--- config.mk ---
export PLATFORM = sky130hd
export DESIGN_NAME = io_input_ctrl
export DESIGN_NICKNAME = d
export VERILOG_FILES = /design/src/rtl/io_input_ctrl.sv
export SDC_FILE = /design/constraint.sdc
export NUM_CORES = 1
export LEC_CHECK = 0
export CORE_MARGIN = 3
export CORE_UTILIZATION = 32
export DETAILED_ROUTE_END_ITERATION = 16
export PLACE_DENSITY_LB_ADDON = 0.05
export SYNTH_ARGS = -nofsm -noshare
export SYNTH_HDL_FRONTEND = slang
export SYNTH_SLANG_ARGS = --single-unit
export TNS_END_PERCENT = 30
--- constraint.sdc ---
create_clock -name io_clk -period 2.39 [get_ports io_clk]
set_input_delay 0.239 -clock io_clk [delete_from_list [all_inputs] [get_ports io_clk]]
set_output_delay 0.239 -clock io_clk [all_outputs]
set_load 0.01 [all_outputs]
--- src/rtl/io_input_ctrl.sv ---
// io_input_ctrl: two-port debounced input controller with CPU read decode.
// Each 32-bit port is sampled every cycle, debounced by its own FSM over a
// DEBOUNCE_CYCLES stability window, and committed into a readable register
// that raises a sticky change flag. Reading a port's data register clears
// its flag; reading the status register clears nothing.
// Optional feature macro: IO_INPUT_IRQ_EN drives io_irq from the change
// flags; when undefined io_irq is tied low and the flags still operate.
module io_input_ctrl #(
  parameter int unsigned DEBOUNCE_CYCLES = 4
) (
  input  logic        io_clk,
  input  logic        reset,
  input  logic [31:0] in_port0,
  input  logic [31:0] in_port1,
  input  logic [31:0] addr,
  input  logic        rd,
  output logic [31:0] io_read_data,
  output logic        io_irq
);

  localparam int unsigned DATA_W  = 32;
  localparam int unsigned CNT_W   = 8;
  localparam int unsigned CNT_MAX = 255;
  localparam int unsigned N_PORTS = 2;

  localparam logic [5:0] SEL_STAB0  = 6'b100000;
  localparam logic [5:0] SEL_STAB1  = 6'b100001;
  localparam logic [5:0] SEL_STATUS = 6'b100010;

  typedef enum logic {
    ST_STABLE   = 1'b0,
    ST_SETTLING = 1'b1
  } state_e;

  state_e                            state_q [N_PORTS];
  state_e                            state_d [N_PORTS];
  logic [N_PORTS-1:0][DATA_W-1:0]    sample_q, sample_d;
  logic [N_PORTS-1:0][DATA_W-1:0]    cand_q, cand_d;
  logic [N_PORTS-1:0][DATA_W-1:0]    stab_q, stab_d;
  logic [N_PORTS-1:0][CNT_W-1:0]     cnt_q, cnt_d;
  logic [N_PORTS-1:0]                chg_q, chg_d;
  logic [N_PORTS-1:0]                commit_c;
  logic [N_PORTS-1:0]                clr_c;
  logic                              unused_addr;

  // Only addr[7:2] participates in the decode.
  assign unused_addr = ^{addr[31:8], addr[1:0]};

  // Per-port debounce next-state: restart on any change, drop on bounce-back,
  // commit once the candidate has been seen for DEBOUNCE_CYCLES cycles.
  always_comb begin : fsm_next
    sample_d = {in_port1, in_port0};
    for (int p = 0; p < int'(N_PORTS); p++) begin
      state_d[p]  = state_q[p];
      cnt_d[p]    = cnt_q[p];
      cand_d[p]   = cand_q[p];
      stab_d[p]   = stab_q[p];
      commit_c[p] = 1'b0;
      case (state_q[p])
        ST_STABLE: begin
          if (sample_q[p] != stab_q[p]) begin
            cand_d[p] = sample_q[p];
            cnt_d[p]  = CNT_W'(1);
            // A one-cycle window is already satisfied by the first sighting.
            if (DEBOUNCE_CYCLES <= 1) begin
              stab_d[p]   = sample_q[p];
              commit_c[p] = 1'b1;
            end else begin
              state_d[p] = ST_SETTLING;
            end
          end
        end
        ST_SETTLING: begin
          if (sample_q[p] != cand_q[p]) begin
            cand_d[p] = sample_q[p];
            cnt_d[p]  = CNT_W'(1);
          end else if (cand_q[p] == stab_q[p]) begin
            state_d[p] = ST_STABLE;
          end else if ((9'({1'b0, cnt_q[p]}) + 9'd1) >= 9'(DEBOUNCE_CYCLES)) begin
            stab_d[p]   = cand_q[p];
            commit_c[p] = 1'b1;
            state_d[p]  = ST_STABLE;
          end else if (cnt_q[p] != CNT_W'(CNT_MAX)) begin
            cnt_d[p] = cnt_q[p] + CNT_W'(1);
          end
        end
        default: state_d[p] = ST_STABLE;
      endcase
    end
  end

  // Read-side flag clears; a commit on the same edge overrides the clear.
  always_comb begin : flag_next
    clr_c    = '0;
    clr_c[0] = rd && (addr[7:2] == SEL_STAB0);
    clr_c[1] = rd && (addr[7:2] == SEL_STAB1);
    chg_d    = commit_c | (chg_q & ~clr_c);
  end

  // State registers with synchronous reset.
  always_ff @(posedge io_clk) begin
    if (reset) begin
      for (int p = 0; p < int'(N_PORTS); p++) begin
        state_q[p] <= ST_STABLE;
      end
      sample_q <= '0;
      cand_q   <= '0;
      stab_q   <= '0;
      cnt_q    <= '0;
      chg_q    <= '0;
    end else begin
      for (int p = 0; p < int'(N_PORTS); p++) begin
        state_q[p] <= state_d[p];
      end
      sample_q <= sample_d;
      cand_q   <= cand_d;
      stab_q   <= stab_d;
      cnt_q    <= cnt_d;
      chg_q    <= chg_d;
    end
  end

  // Combinational read decode of pre-edge register state.
  always_comb begin : read_mux
    io_read_data = '0;
    if (!reset) begin
      case (addr[7:2])
        SEL_STAB0:  io_read_data = stab_q[0];
        SEL_STAB1:  io_read_data = stab_q[1];
        SEL_STATUS: io_read_data = {30'b0, chg_q};
        default:    io_read_data = '0;
      endcase
    end
  end

`ifdef IO_INPUT_IRQ_EN
  logic irq_q, irq_d;

  // Interrupt level tracks the flags, taken from a flop so no input path exists.
  always_comb begin : irq_next
    irq_d = |chg_d;
  end

  // Interrupt register.
  always_ff @(posedge io_clk) begin
    if (reset) begin
      irq_q <= 1'b0;
    end else begin
      irq_q <= irq_d;
    end
  end

  assign io_irq = irq_q;
`else
  assign io_irq = 1'b0;
`endif

endmodule

==> flow_summary.yaml <==
setup_path:
  crit_start: "addr[4]"
  cp_slowest_cell: "clkdlybuf4s50_1"
  r2r_start: "stab_q[31]$_SDFFE_PP0P_"
  endpoint_kind: "primary output"
  reg2regPathDepth: 8
  cp_cell_sequence: "clkdlybuf4s50_1 > nor4_4 > nand2b_1 > buf_4 > nor2_1 > clkdlybuf4s50_1"
  cp-start-kind: "primary input"
  cp_data_required_time_ps: 2150
  cp_max_fo: 15
  worstPathArrival_ps: 2040
  cpPeakStageDelay_ps: 550
  crit_top_cell: "clkdlybuf4s50_1"
  crit_type: "primary input to primary output"
power:
  peakVddDrop_uv: 439
  power_density_mw_per_mm2: 637
  leakagePower_nw: 5.95
logic_synthesis:
  ys.flop_type: "dfxtp_1"
  yosysSeqAreaShare_pct: 43.5
  synth_nets: 1093
  syn-instance-count: 992
  syn-cell-area_mm2: 0.00976
  asyncSetResetFlopFracSynth_pct: 0
  synth_edf_count: 0
  avgSynthCellArea_um2: 9.84
  yosys_warnings: 0
  synth_seq_cells: 212
  ys_types: 54
routing:
  vias: 7188
  ant_nets: 0
  vias_per_cell: 4.56
  firstDrtPassIters: 4
  drc: 0
  drt_iter0_markers: 372
  wl_um: 28400
  wl_per_cell_um: 18.0
placed_design:
  post-place-ws_ps: -57.5
  post-dp-hpwl_um: 20800
  place.port_buffers: 104
  gp_congestion: 0.809
die:
  initial_core_util_pct: 32.7
  core-area_mm2: 0.0299
  die_area_mm2: 0.0326
  io_pins: 132
  fp-row-count: 63
  die_h_um: 181
  die_x_um: 181
grt:
  track_usage_pct: 16.9
  grt-ovfl-total: 0
  grt_pass1_vias: 7048
  grt_pass1_wl_um: 42900
  antenna_found_initial: 0
  grt_max_degree: 205
timing:
  period_minus_slack_ps: 2280
  finalMaxSlewViolations: 0
  fin_skew_ps: 16.1
  rsz0062_at_grt: "true"
  maxSlewHeadroom_pct: 38.4
  worst_slack_ps: 109
  period_share_pct: 95.4
  setup_viol: 0
  max_freq_ghz: 0.438
  fin_tns_setup_ps: 0
  tightest_slew_ps: 924
  finalHoldViolations: 0
clocking:
  clock_latency_ps: 530
  post_cts_buffers: 0
  clk_pin_slew_ps: 60
  clockBufferDepth: 3
  htreeDepth: 1
  cts_made_buffers: 25
  cts_tree: "built"
  cts-root-buf: "clkbuf_16"
  cts.sinks: 212
hold_path:
  hold_depth: 2
  worstHoldPathType: "primary input to flip-flop"
  min-delay-start: "in_port1[23]"
layout:
  fin_util_pct: 42.8
  final_common_cell: "dfxtp_1"
  final_cell_mix: "207 x dfxtp_1, 161 x nor2_1, 156 x mux2i_1"
  diodes: 0
  layout-area-overhead-vs-synth_pct: 30.8
  num-nets-final: 1270
  fillers: 2955
  layout-drive-gt1-share_pct: 13.5
outcome:
  run_status: "complete, no violations"
job:
  drv_cap: 0
## cell families after synthesis
| kind of cell | after synthesis | share of synthesized area (%) |
|---|---|---|
| adder cells (fa/ha/maj) | 3 | 0.359 |
| multiplexers | 158 | 16.2 |
| other | 1 | 0.0384 |
| AO/OA/AOI/OAI | 32 | 2.23 |
| flip-flops | 212 | 43.5 |
| XOR/XNOR | 192 | 17.2 |
| AND/OR/NAND/NOR | 346 | 17.9 |
| buffers and inverters | 48 | 2.54 |
## flip-flops by register name (all words and copies together) (netlist names)
name / cells
sample_q: 64
chg_q: 2
stab_q: 64
cnt_q: 16
state_q: 2
cand_q: 64
## routing by layer
metal	GRT usage (%)	up-vias	part of all wire, %
li1	-	3691	-
met1	27.2	3328	54
met2	23.6	147	40
met3	2.62	22	4.2
met4	3.04	0	1.2
met5	0	-	0
## power by group
group | internal, mW | switching, mW
clock | 2.19 | 1.51
sequential | 3.64 | 0.132
combinational | 0.352 | 0.309
total | 6.19 | 1.96
## path summary, 6_finish.rpt
path         slack (ps)                 endpoint
max reg2reg         110    cnt_q[6]$_SDFFE_PP0P_
max                 110         io_read_data[13]
min                 260  sample_q[55]$_SDFF_PP0_
min reg2reg         460   cnt_q[14]$_SDFFE_PP0P_
## final cells by class
class                           count  area (µm²)  area share (%)
Timing Repair Buffer              194        1840            14.4
Inverter                            4        15.0           0.118
Clock buffer                       38         724            5.67
Sequential cell                   212        4250            33.3
Multi-Input combinational cell    732        5390            42.2
Clock inverter                      8        68.8           0.539
Tap cell                          390         488            3.82
## synth_stat cells, types with 2 or more instances
| master | number | area, µm² |
|---|---|---|
| buf_4 | 2 | 15.0 |
| nor2_1 | 161 | 604 |
| buf_2 | 8 | 40.0 |
| o21ai_0 | 6 | 30.0 |
| nand4_1 | 16 | 100 |
| nand3_1 | 11 | 55.1 |
| and2_1 | 14 | 87.6 |
| a211oi_1 | 2 | 15.0 |
| nor2b_1 | 65 | 407 |
| nor3b_1 | 2 | 15.0 |
| mux2i_1 | 157 | 1570 |
| and3_1 | 2 | 12.5 |
| nor3_1 | 6 | 30.0 |
| nand2_1 | 13 | 48.8 |
| dfxtp_1 | 212 | 4240 |
| xor2_1 | 153 | 1340 |
| or4_1 | 2 | 15.0 |
| a21oi_1 | 11 | 55.1 |
| buf_6 | 3 | 33.8 |
| and4_1 | 2 | 17.5 |
| ha_1 | 2 | 25.0 |
| xnor2_1 | 39 | 342 |
| nand2b_1 | 5 | 31.3 |
| nor4_1 | 38 | 238 |
| clkbuf_1 | 28 | 105 |
| inv_1 | 4 | 15.0 |
## metrics by stage
stage	cells	cell area (µm²)	hold WS, ps	power [mW]
after floorplan	992	9760	367	4.16
after global placement	1532	11900	444	4.50
after detailed placement	1532	11900	446	4.50
after CTS	1578	12700	238	8.24
after global routing	1578	12800	251	8.48
final	1578	12800	258	8.14
## what timing repair did
action / 4_1_cts / 5_1_grt
resized for setup: 2 / 24
hold buffers: 0 / 0
endpoints found under the setup margin: 46 / 149
pin swaps: 1 / 5
## critical path: cells and delay by family
kind | cells | cell delay [ps]
buffers and inverters | 3 | 1230
and+or+nand+nor | 3 | 570
Power figures use the tool's default switching activity.
